--- src/rtl/rx_byte_data_split_if.sv ---
// Bundle of the packet-stream and line-buffer signals around rx_byte_data_split.
//
// master : the environment (lane aligner feeding words in, line buffers
//          reporting full and taking beats out).
// slave  : the splitter itself.
//
// Signals:
//   sop_i, vc_i, wc_i        packet header strobe, virtual channel, byte count
//   word_i, word_valid_i     64-bit payload word and its valid
//   word_ready_o             word accepted when valid and ready are both high
//   lbf_full_ch0/1           line buffer cannot take a beat this cycle
//   byte_bufin_ch0/1         beat data per channel
//   lbfw_wdvalid_ch0/1       beat write strobe per channel
//   lbf_lastwd_ch0/1         final beat of the line
//   wr_counter_ch0/1         beat index within the line
//   busy_o                   a line is in progress
//   protocol_err_o           one-cycle protocol error pulse
interface rx_byte_data_split_if #(
    parameter int BUF_W = 32
);
    logic             sop_i;
    logic [1:0]       vc_i;
    logic [15:0]      wc_i;
    logic [63:0]      word_i;
    logic             word_valid_i;
    logic             word_ready_o;
    logic             lbf_full_ch0;
    logic             lbf_full_ch1;
    logic [BUF_W-1:0] byte_bufin_ch0;
    logic [BUF_W-1:0] byte_bufin_ch1;
    logic             lbfw_wdvalid_ch0;
    logic             lbfw_wdvalid_ch1;
    logic             lbf_lastwd_ch0;
    logic             lbf_lastwd_ch1;
    logic [15:0]      wr_counter_ch0;
    logic [15:0]      wr_counter_ch1;
    logic             busy_o;
    logic             protocol_err_o;

    modport master (
        output sop_i, vc_i, wc_i, word_i, word_valid_i, lbf_full_ch0, lbf_full_ch1,
        input  word_ready_o, byte_bufin_ch0, byte_bufin_ch1,
               lbfw_wdvalid_ch0, lbfw_wdvalid_ch1, lbf_lastwd_ch0, lbf_lastwd_ch1,
               wr_counter_ch0, wr_counter_ch1, busy_o, protocol_err_o
    );

    modport slave (
        input  sop_i, vc_i, wc_i, word_i, word_valid_i, lbf_full_ch0, lbf_full_ch1,
        output word_ready_o, byte_bufin_ch0, byte_bufin_ch1,
               lbfw_wdvalid_ch0, lbfw_wdvalid_ch1, lbf_lastwd_ch0, lbf_lastwd_ch1,
               wr_counter_ch0, wr_counter_ch1, busy_o, protocol_err_o
    );
endinterface

--- src/rtl/rx_byte_data_split.sv ---
// Receive-side byte data splitter.
//
// Takes one long packet (one video line) at a time as a stream of 64-bit
// words, slices each word into BUF_W-bit beats (lowest bits first) and writes
// them into the channel-0 or channel-1 line buffer picked by the virtual
// channel. Virtual channels 2 and 3 are consumed and dropped.
//
// Ports:
//   rx_clk   byte clock, sole clock
//   rst_i    asynchronous active-high reset
//   bus      rx_byte_data_split_if.slave, see the interface for signal list
module rx_byte_data_split #(
    parameter int NO_LANE = 4,
    parameter int RX_GEAR = 8,
    parameter int BUF_W   = NO_LANE * RX_GEAR
) (
    input  logic                  rx_clk,
    input  logic                  rst_i,
    rx_byte_data_split_if.slave   bus
);
    localparam int BB    = BUF_W / 8;          // bytes per beat
    localparam int K     = 64 / BUF_W;         // beats per word
    localparam int SEL_W = (K > 1) ? $clog2(K) : 1;
    localparam int BB_SH = $clog2(BB);

    if (!(BUF_W == 16 || BUF_W == 32 || BUF_W == 64)) begin : g_bad_buf_w
        $error("rx_byte_data_split: BUF_W must be 16, 32 or 64");
    end

    typedef enum logic [1:0] {S_IDLE, S_RUN, S_DROP} state_t;

    state_t           state_q, state_d;
    logic [63:0]      hold_q, hold_d;
    logic             hold_valid_q, hold_valid_d;
    logic [SEL_W-1:0] sel_q, sel_d;
    logic             chan_q, chan_d;
    logic [16:0]      n_q, n_d;
    logic [16:0]      beat_idx_q, beat_idx_d;
    logic [16:0]      drop_cnt_q, drop_cnt_d;
    logic [BUF_W-1:0] byte_bufin_ch0_q, byte_bufin_ch0_d;
    logic [BUF_W-1:0] byte_bufin_ch1_q, byte_bufin_ch1_d;
    logic             wdvalid_ch0_q, wdvalid_ch0_d;
    logic             wdvalid_ch1_q, wdvalid_ch1_d;
    logic             lastwd_ch0_q, lastwd_ch0_d;
    logic             lastwd_ch1_q, lastwd_ch1_d;
    logic [15:0]      wr_counter_ch0_q, wr_counter_ch0_d;
    logic [15:0]      wr_counter_ch1_q, wr_counter_ch1_d;
    logic             err_q, err_d;

    logic             sel_full;
    logic             fire;
    logic             word_last;
    logic             line_last;
    logic             word_ready;
    logic             accept;
    logic [BUF_W-1:0] beat_data;
    logic [BUF_W-1:0] beats [K];

    // Beat gi of the held word sits at bits [gi*BUF_W +: BUF_W].
    for (genvar gi = 0; gi < K; gi++) begin : g_beat
        assign beats[gi] = hold_q[gi*BUF_W +: BUF_W];
    end

    assign beat_data = beats[sel_q];
    assign sel_full  = chan_q ? bus.lbf_full_ch1 : bus.lbf_full_ch0;
    assign fire      = (state_q == S_RUN) && hold_valid_q && !sel_full;
    assign word_last = (sel_q == SEL_W'(K - 1));
    assign line_last = (beat_idx_q == n_q - 17'd1);
    assign accept    = bus.word_valid_i && word_ready;

    // State register
    always_ff @(posedge rx_clk or posedge rst_i) begin
        if (rst_i) begin
            state_q          <= S_IDLE;
            hold_q           <= '0;
            hold_valid_q     <= 1'b0;
            sel_q            <= '0;
            chan_q           <= 1'b0;
            n_q              <= '0;
            beat_idx_q       <= '0;
            drop_cnt_q       <= '0;
            byte_bufin_ch0_q <= '0;
            byte_bufin_ch1_q <= '0;
            wdvalid_ch0_q    <= 1'b0;
            wdvalid_ch1_q    <= 1'b0;
            lastwd_ch0_q     <= 1'b0;
            lastwd_ch1_q     <= 1'b0;
            wr_counter_ch0_q <= '0;
            wr_counter_ch1_q <= '0;
            err_q            <= 1'b0;
        end else begin
            state_q          <= state_d;
            hold_q           <= hold_d;
            hold_valid_q     <= hold_valid_d;
            sel_q            <= sel_d;
            chan_q           <= chan_d;
            n_q              <= n_d;
            beat_idx_q       <= beat_idx_d;
            drop_cnt_q       <= drop_cnt_d;
            byte_bufin_ch0_q <= byte_bufin_ch0_d;
            byte_bufin_ch1_q <= byte_bufin_ch1_d;
            wdvalid_ch0_q    <= wdvalid_ch0_d;
            wdvalid_ch1_q    <= wdvalid_ch1_d;
            lastwd_ch0_q     <= lastwd_ch0_d;
            lastwd_ch1_q     <= lastwd_ch1_d;
            wr_counter_ch0_q <= wr_counter_ch0_d;
            wr_counter_ch1_q <= wr_counter_ch1_d;
            err_q            <= err_d;
        end
    end

    // Next-state logic
    always_comb begin
        state_d = state_q;
        case (state_q)
            S_IDLE: if (bus.sop_i && bus.wc_i != 16'd0)
                        state_d = bus.vc_i[1] ? S_DROP : S_RUN;
            S_RUN:  if (fire && line_last) state_d = S_IDLE;
            S_DROP: if (accept && drop_cnt_q <= 17'd1) state_d = S_IDLE;
            default: state_d = S_IDLE;
        endcase
    end

    // FSM outputs. The last line beat never re-opens ready: the line is
    // finished, so a word offered then belongs to no line.
    always_comb begin
        word_ready = 1'b0;
        case (state_q)
            S_RUN:   word_ready = !hold_valid_q || (fire && word_last && !line_last);
            S_DROP:  word_ready = 1'b1;
            default: word_ready = 1'b0;
        endcase
    end

    // Datapath: hold register, beat selection and registered beat outputs
    always_comb begin
        hold_d           = hold_q;
        hold_valid_d     = hold_valid_q;
        sel_d            = sel_q;
        chan_d           = chan_q;
        n_d              = n_q;
        beat_idx_d       = beat_idx_q;
        drop_cnt_d       = drop_cnt_q;
        byte_bufin_ch0_d = byte_bufin_ch0_q;
        byte_bufin_ch1_d = byte_bufin_ch1_q;
        wdvalid_ch0_d    = 1'b0;
        wdvalid_ch1_d    = 1'b0;
        lastwd_ch0_d     = 1'b0;
        lastwd_ch1_d     = 1'b0;
        wr_counter_ch0_d = wr_counter_ch0_q;
        wr_counter_ch1_d = wr_counter_ch1_q;
        err_d            = (state_q == S_IDLE) ? bus.word_valid_i : bus.sop_i;

        case (state_q)
            S_IDLE: begin
                if (bus.sop_i && bus.wc_i != 16'd0) begin
                    if (!bus.vc_i[1]) begin
                        chan_d       = bus.vc_i[0];
                        // 17-bit add so wc = 0xFFFF rounds up without wrapping
                        n_d          = ({1'b0, bus.wc_i} + 17'(BB - 1)) >> BB_SH;
                        beat_idx_d   = '0;
                        hold_valid_d = 1'b0;
                        sel_d        = '0;
                        if (bus.vc_i[0]) wr_counter_ch1_d = '0;
                        else             wr_counter_ch0_d = '0;
                    end else begin
                        drop_cnt_d = ({1'b0, bus.wc_i} + 17'd7) >> 3;
                    end
                end
            end
            S_RUN: begin
                if (fire) begin
                    if (chan_q) begin
                        byte_bufin_ch1_d = beat_data;
                        wdvalid_ch1_d    = 1'b1;
                        lastwd_ch1_d     = line_last;
                        wr_counter_ch1_d = beat_idx_q[15:0];
                    end else begin
                        byte_bufin_ch0_d = beat_data;
                        wdvalid_ch0_d    = 1'b1;
                        lastwd_ch0_d     = line_last;
                        wr_counter_ch0_d = beat_idx_q[15:0];
                    end
                    beat_idx_d = beat_idx_q + 17'd1;
                    // Line end drops whatever beats are left in the held word
                    if (line_last || word_last) begin
                        hold_valid_d = 1'b0;
                        sel_d        = '0;
                    end else begin
                        sel_d = sel_q + SEL_W'(1);
                    end
                end
                if (accept) begin
                    hold_d       = bus.word_i;
                    hold_valid_d = 1'b1;
                    sel_d        = '0;
                end
            end
            S_DROP: begin
                if (accept) drop_cnt_d = drop_cnt_q - 17'd1;
            end
            default: ;
        endcase
    end

    assign bus.word_ready_o     = word_ready;
    assign bus.busy_o           = (state_q != S_IDLE);
    assign bus.protocol_err_o   = err_q;
    assign bus.byte_bufin_ch0   = byte_bufin_ch0_q;
    assign bus.byte_bufin_ch1   = byte_bufin_ch1_q;
    assign bus.lbfw_wdvalid_ch0 = wdvalid_ch0_q;
    assign bus.lbfw_wdvalid_ch1 = wdvalid_ch1_q;
    assign bus.lbf_lastwd_ch0   = lastwd_ch0_q;
    assign bus.lbf_lastwd_ch1   = lastwd_ch1_q;
    assign bus.wr_counter_ch0   = wr_counter_ch0_q;
    assign bus.wr_counter_ch1   = wr_counter_ch1_q;
endmodule
--- src/flat_wrapper.sv ---
// flat-port wrapper written by rule: the top's interface ports become plain ports
module rx_byte_data_split_flat 
#(
    parameter int NO_LANE = 4,
    parameter int RX_GEAR = 8,
    parameter int BUF_W   = NO_LANE * RX_GEAR
)
  (rx_clk, rst_i, bus_sop_i, bus_vc_i, bus_wc_i, bus_word_i, bus_word_valid_i, bus_lbf_full_ch0, bus_lbf_full_ch1, bus_word_ready_o, bus_byte_bufin_ch0, bus_byte_bufin_ch1, bus_lbfw_wdvalid_ch0, bus_lbfw_wdvalid_ch1, bus_lbf_lastwd_ch0, bus_lbf_lastwd_ch1, bus_wr_counter_ch0, bus_wr_counter_ch1, bus_busy_o, bus_protocol_err_o);
  rx_byte_data_split_if #(.BUF_W(BUF_W)) bus_i ();
  input  logic rx_clk;
  input  logic rst_i;
  input wire logic [$bits(bus_i.sop_i)-1:0] bus_sop_i;
  input wire logic [$bits(bus_i.vc_i)-1:0] bus_vc_i;
  input wire logic [$bits(bus_i.wc_i)-1:0] bus_wc_i;
  input wire logic [$bits(bus_i.word_i)-1:0] bus_word_i;
  input wire logic [$bits(bus_i.word_valid_i)-1:0] bus_word_valid_i;
  input wire logic [$bits(bus_i.lbf_full_ch0)-1:0] bus_lbf_full_ch0;
  input wire logic [$bits(bus_i.lbf_full_ch1)-1:0] bus_lbf_full_ch1;
  output wire logic [$bits(bus_i.word_ready_o)-1:0] bus_word_ready_o;
  output wire logic [$bits(bus_i.byte_bufin_ch0)-1:0] bus_byte_bufin_ch0;
  output wire logic [$bits(bus_i.byte_bufin_ch1)-1:0] bus_byte_bufin_ch1;
  output wire logic [$bits(bus_i.lbfw_wdvalid_ch0)-1:0] bus_lbfw_wdvalid_ch0;
  output wire logic [$bits(bus_i.lbfw_wdvalid_ch1)-1:0] bus_lbfw_wdvalid_ch1;
  output wire logic [$bits(bus_i.lbf_lastwd_ch0)-1:0] bus_lbf_lastwd_ch0;
  output wire logic [$bits(bus_i.lbf_lastwd_ch1)-1:0] bus_lbf_lastwd_ch1;
  output wire logic [$bits(bus_i.wr_counter_ch0)-1:0] bus_wr_counter_ch0;
  output wire logic [$bits(bus_i.wr_counter_ch1)-1:0] bus_wr_counter_ch1;
  output wire logic [$bits(bus_i.busy_o)-1:0] bus_busy_o;
  output wire logic [$bits(bus_i.protocol_err_o)-1:0] bus_protocol_err_o;
  assign bus_i.sop_i = bus_sop_i;
  assign bus_i.vc_i = bus_vc_i;
  assign bus_i.wc_i = bus_wc_i;
  assign bus_i.word_i = bus_word_i;
  assign bus_i.word_valid_i = bus_word_valid_i;
  assign bus_i.lbf_full_ch0 = bus_lbf_full_ch0;
  assign bus_i.lbf_full_ch1 = bus_lbf_full_ch1;
  assign bus_word_ready_o = bus_i.word_ready_o;
  assign bus_byte_bufin_ch0 = bus_i.byte_bufin_ch0;
  assign bus_byte_bufin_ch1 = bus_i.byte_bufin_ch1;
  assign bus_lbfw_wdvalid_ch0 = bus_i.lbfw_wdvalid_ch0;
  assign bus_lbfw_wdvalid_ch1 = bus_i.lbfw_wdvalid_ch1;
  assign bus_lbf_lastwd_ch0 = bus_i.lbf_lastwd_ch0;
  assign bus_lbf_lastwd_ch1 = bus_i.lbf_lastwd_ch1;
  assign bus_wr_counter_ch0 = bus_i.wr_counter_ch0;
  assign bus_wr_counter_ch1 = bus_i.wr_counter_ch1;
  assign bus_busy_o = bus_i.busy_o;
  assign bus_protocol_err_o = bus_i.protocol_err_o;
  rx_byte_data_split #(.NO_LANE(NO_LANE), .RX_GEAR(RX_GEAR), .BUF_W(BUF_W)) u_core (.rx_clk(rx_clk), .rst_i(rst_i), .bus(bus_i));
endmodule
--- config.mk ---
export PLATFORM = sky130hd
export DESIGN_NAME = rx_byte_data_split_flat
export DESIGN_NICKNAME = d
export VERILOG_FILES = /design/src/rtl/rx_byte_data_split_if.sv /design/src/rtl/rx_byte_data_split.sv /design/src/flat_wrapper.sv
export SDC_FILE = /design/constraint.sdc
export NUM_CORES = 1
export LEC_CHECK = 0
export CAP_MARGIN = 20
export CORE_MARGIN = 2
export CORE_UTILIZATION = 55
export CTS_CLUSTER_SIZE = 40
export DETAILED_ROUTE_END_ITERATION = 6
export PLACE_DENSITY_LB_ADDON = 0.15
export SYNTH_ARGS = -nofsm -noshare
export SYNTH_HDL_FRONTEND = slang
export SYNTH_SLANG_ARGS = --single-unit
--- constraint.sdc ---
create_clock -name rx_clk -period 13.15 [get_ports rx_clk]
set_clock_uncertainty 0.05 [all_clocks]
set_input_delay 2.63 -clock rx_clk [delete_from_list [all_inputs] [get_ports rx_clk]]
set_output_delay 2.63 -clock rx_clk [all_outputs]
set_load 0.1 [all_outputs]
## After elaboration in Yosys (flattened, before gate mapping)

Index checks and enable logic that the tools add are counted.

- Register bits after elaboration: 219
- Bits of input ports: 88
- Output and inout bits: 103
- Logic and storage cells: 126

- $add $sub $neg: 6
- Order comparisons: 2
- Eq/ne operators: 16
- Multiplexer cells: 53
- Bitwise gates (word level): 3
- Reduce and logical (&&, ||, !) cells: 29

Operators by type and width:

| operator | number |
|---|---|
| 16-bit two-way mux | 10 |
| 17-bit two-way mux | 6 |
| 32-bit two-way mux | 3 |
| 17-bit case mux with 2 select lines | 2 |
| 16-bit case mux with 2 select lines | 2 |
| 1-bit two-way mux | 22 |
| 16-bit by 2-bit adder with 17-bit output (second input constant) | 1 |
| 16-bit by 3-bit adder with 17-bit output (second input constant) | 1 |
| 17-bit by 1-bit adder with 17-bit output (second input constant) | 1 |
| 17-bit equality test | 1 |
| 17-bit by 1-bit <= comparator with 1-bit output (second input constant) | 1 |
| 17-bit by 1-bit subtractor with 17-bit output (second input constant) | 1 |
| 16-bit nonzero test | 1 |
| 15-bit by 1-bit subtractor with 16-bit output (second input constant) | 1 |
| 2-bit != test (second input constant) | 6 |
| 3-bit AND reduction | 4 |
| 4-bit AND reduction | 3 |
| 6-bit AND reduction | 2 |
| 2-bit by 1-bit != test with 1-bit output (second input constant) | 5 |
| 1-bit logical AND | 8 |
| 2-bit two-way mux | 4 |
| 1-bit case mux with 2 select lines | 3 |
| 2-bit case mux with 3 select lines | 1 |
| 2-bit nonzero test | 3 |
| other kinds (13) | 17 |

## Longest topological paths before layout

- Depth after elaboration: 11
- Gate-level depth with buffers: 11
- Gate-level depth less buffers: 10

## Worst setup path after synthesis

Ideal clock, no wire load.

- Path type: input to output
- From: input bus_lbf_full_ch0
- To: output bus_word_ready_o
- Arrival time: 4730 ps
- Data required time: 10470 ps
- Path slack: 5740 ps
- Cell stages on the path: 6
- Buffers on the path: 0
- Path through: nor2b_1 a2111oi_0 and2_1 o31ai_4 a21oi_1 o21a_1

- Cells in the longest elaborated chain, start to end: 7

RTL lines:

| element | line | RTL |
|---|---|---|
| start, declared | flat_wrapper.sv:17 | `input wire logic [$bits(bus_i.lbf_full_ch0)-1:0] bus_lbf_full_ch0;` |
| 1-bit two-way mux | rx_byte_data_split.sv:65 | `assign sel_full = chan_q ? bus.lbf_full_ch1 : bus.lbf_full_ch0;` |
| 1-bit zero test | rx_byte_data_split.sv:66 | `assign fire = (state_q == S_RUN) && hold_valid_q && !sel_full;` |
| 1-bit logical AND | rx_byte_data_split.sv:66 |  |
| 1-bit logical AND (2 in a row) | rx_byte_data_split.sv:129 | `S_RUN: word_ready = !hold_valid_q \|\| (fire && word_last && !line_last);` |
| 1-bit logical OR | rx_byte_data_split.sv:129 |  |
| 1-bit case mux with 2 select lines | rx_byte_data_split.sv:128 | `case (state_q)` |
| end, declared | flat_wrapper.sv:19 | `output wire logic [$bits(bus_i.word_ready_o)-1:0] bus_word_ready_o;` |

Every way passes these cells.

## Worst setup path after layout

Same ends and word-level chain as after synthesis.

==> results.yml <==
pwr:
  p_per_area_nw_per_um2: 272
  ir_worst_vdd_mv: 0.223
  leakage_nw: 5.55
  power_mw: 3.61
yosys:
  yosysWarningCount: 0
  postSynthAreaPerCell_um2: 10.6
  synthSimpleGateAreaFrac: 0.138
  synthAdderAreaFrac: 0.00843
  synth_area_leaders: "dfrtp_1 53%, mux2_4 8.7%, o21ai_0 4.9%"
  yosysMostFrequentCell: "dfrtp_1"
  synth_nets: 1077
  synthArstFlopShare: 1.00
  synth.top_cell.area_share: 0.527
  synth-edff-count: 0
  synthMuxAreaShare: 0.132
  syn_inst: 982
  ys_seq_area_frac: 0.527
  synth_area_um2: 10400
  ys_seq_elements: 219
  synth_top_family_by_area: "simple AND/OR/NAND/NOR gates"
  synth-xor-area-share: 0.0472
  synth_compound_gate_area_share: 0.115
  synth_common_cells: "219 x dfrtp_1, 128 x nand2_1, 102 x o21ai_0"
  ys_types: 58
  yosysTopAreaCell: "dfrtp_1"
  synthFlopType: "dfrtp_1"
sta:
  max_freq_mhz: 121
  post-route-period-util: 0.630
  slew_viol_final: 0
  min_period_ns: 8.29
  relSlewSlack: 0.289
  hold_viol_final: 0
  rsz0062_at_grt: "no"
  tightest_slew_ns: 1.06
  setup_viol: 0
  fin_setup_tns_ns: 0
outcome:
  outcome: "complete, no violations"
global_routing:
  grt_pass1_wl_mm: 39.4
  grt_util_met3: 0.0483
  grt_pass1_vias: 7534
  grt-busiest-layer: "met2"
  grt-ovfl-total: 0
  grt_use_met2: 0.381
  grt_use_total: 0.241
  grt_util_met1: 0.347
  antenna_found_initial: 0
  grt_max_degree: 148
route:
  wl_per_cell_um: 17.0
  drc: 0
  drt_first_pass_iters: 5
  vias: 7735
  drt_iter0_drc: 414
  postRouteAntennaNets: 0
  routed_wl_mm: 23.8
  vias_per_cell: 5.53
critical_path:
  worstPathArrival_ns: 5.61
  endpoint_kind: "primary output"
  path_cells: "clkdlybuf4s50_1, nor2b_1, a2111oi_0, buf_4, and2_1, o31ai_4, a21oi_1, o21a_1, clkdlybuf4s50_1"
  crit_start: "bus_lbf_full_ch0"
  worst-path-stages: 9
  crit-reg2reg-launch: "u_core.n_q[0]"
  cp_max_fo: 5
  rr_worst_depth: 11
  regToRegSetupSlack_ns: 8.88
  worst-setup-path-type: "input pin to primary output"
  critPathRequiredTime_ns: 10.47
  cpMostUsedCell: "clkdlybuf4s50_1"
  start_kind: "input pin"
  cpPeakStageDelay_ns: 1.17
  r2r-end: "u_core.hold_q[59]"
  critPathCapture: "bus_word_ready_o"
  cp_slowest_cell: "clkdlybuf4s50_1"
  path_buf_inv: 3
  critPathTopFamily: "buffers and inverters"
finish:
  areaGrowthSynthToFinish_pct: 27.4
  fin_cells: 1400
  fin_nets: 1245
  insertedDiodeCount: 0
  drive_gt1_frac: 0.109
  fin_util: 0.710
floorplan:
  ios: 191
  core_area_um2: 18600
  fp.dieH_um: 141
  dieWidth_um: 141
  dieArea_um2: 20000
  initial_core_util: 0.558
  row_count: 50
cts:
  htree_levels: 1
  cts.sinks: 219
  post_cts_buffers: 0
  clockRootBuffer: "clkbuf_16"
  cts_buffers: 24
  tritoncts: "done"
  clockBufferDepth: 3
  insertion_delay_ns: 0.51
  clkTransAtPathRegs_ns: 0.06
  hold_buffers: 0
  cts-resized-gates: 0
placement:
  numPortBuffers: 190
  hpwlAfterDp_mm: 16.1
  gp_congestion: 0.891
  place_inst: 1355
hold_path:
  hold_depth: 2
  hp-class: "flip-flop to flip-flop"
job:
  maxCapViolCount: 0
-- cells in the final DEF (no fill, tap or decap), types with 5 or more instances in the layout --
| cell type | count |
|---|---|
| mux2_2 | 8 |
| xor2_1 | 33 |
| nand3_1 | 29 |
| inv_1 | 16 |
| ha_1 | 7 |
| clkdlybuf4s50_1 | 190 |
| clkbuf_16 | 24 |
| o22ai_1 | 8 |
| mux2i_1 | 38 |
| dfrtp_1 | 218 |
| clkbuf_1 | 6 |
| or3_1 | 9 |
| nor4_1 | 10 |
| nor2b_1 | 6 |
| clkbuf_8 | 5 |
| buf_4 | 8 |
| nand4_1 | 9 |
| mux2_4 | 60 |
| nor2_1 | 77 |
| nand2_1 | 127 |
| and3_1 | 6 |
| xnor2_1 | 23 |
| nor3_1 | 15 |
| or4_1 | 7 |
| o21ai_0 | 101 |
| a21oi_1 | 52 |
-- per-stage QoR --
step,worst slack [ns],instance area [µm²],hold slack (ns)
floorplan,4.48,10400,0.430
global placement,4.94,12400,0.411
detailed placement,4.90,12400,0.420
CTS,4.90,13200,0.433
global route,4.73,13200,0.455
finish,4.86,13200,0.427
-- area by class of cell --
type | instances | area, µm²
Sequential cell | 219 | 5480
Fill cell | 1410 | 5400
Multi-Input combinational cell | 686 | 4590
Timing Repair Buffer | 202 | 2040
Clock buffer | 35 | 692
Tap cell | 234 | 293
Clock inverter | 7 | 77.6
Inverter | 17 | 71.3
-- cell families after synthesis --
family | Yosys count
AO/OA/AOI/OAI | 204
XOR/XNOR | 56
adder cells (fa/ha/maj) | 7
buffers and inverters | 77
flip-flops | 219
multiplexers | 106
AND/OR/NAND/NOR | 313
-- worst min path at each step --
stage | startpoint | end | slack [ns]
6_report | u_core.bus.wr_counter_ch1[10] | u_core.bus.wr_counter_ch1[10] | 0.43
5_1_grt | u_core.bus.byte_bufin_ch1[2] | u_core.bus.byte_bufin_ch1[2] | 0.46
4_1_cts | u_core.bus.byte_bufin_ch1[12] | u_core.bus.byte_bufin_ch1[12] | 0.43
3_5_place_dp | u_core.bus.wr_counter_ch1[7] | u_core.bus.wr_counter_ch1[7] | 0.42
3_3_place_gp | u_core.bus.wr_counter_ch0[7] | u_core.bus.wr_counter_ch0[7] | 0.41
2_1_floorplan | u_core.hold_q[59] | u_core.hold_q[59] | 0.43
-- worst reg2reg max path: cells and delay by family, from the launching register on --
| kind | cells | cell delay, ns |
|---|---|---|
| AND/OR/NAND/NOR | 2 | 0.86 |
| AO/OA/AOI/OAI | 4 | 1.15 |
| flip-flops | 1 | 0.43 |
| adder cells (fa/ha/maj) | 1 | 0.19 |
| buffers and inverters | 2 | 0.85 |
| XOR/XNOR | 1 | 0.17 |
| multiplexers | 1 | 0.47 |
-- metal layers --
| metal | vias up | share of wire |
|---|---|---|
| met4 | 0 | 0.022 |
| met2 | 212 | 0.45 |
| met1 | 3705 | 0.46 |
| met5 | - | 0 |
| li1 | 3774 | - |
| met3 | 44 | 0.064 |
-- flip-flops by register name, indices dropped and copies added, names as in the netlist --
register	flops
u_core.hold_q	64
u_core.bus.byte_bufin_ch0	32
u_core.bus.byte_bufin_ch1	32
u_core.beat_idx_q	17
u_core.drop_cnt_q	17
u_core.bus.wr_counter_ch0	16
u_core.bus.wr_counter_ch1	16
u_core.n_q	15
u_core.state_q	2
u_core.bus.lbf_lastwd_ch0	1
u_core.bus.lbf_lastwd_ch1	1
u_core.bus.lbfw_wdvalid_ch0	1
u_core.bus.lbfw_wdvalid_ch1	1
u_core.bus.protocol_err_o	1
u_core.chan_q	1
u_core.hold_valid_q	1
u_core.sel_q	1
-- where the power goes --
group          switching, mW  leakage, nW  internal (mW)
clock                  0.264        0.376          0.385
sequential             0.190         2.84          0.933
combinational           1.29         2.34          0.544
total                   1.75         5.55           1.86
No activity file was read; power rests on OpenSTA's default activity.
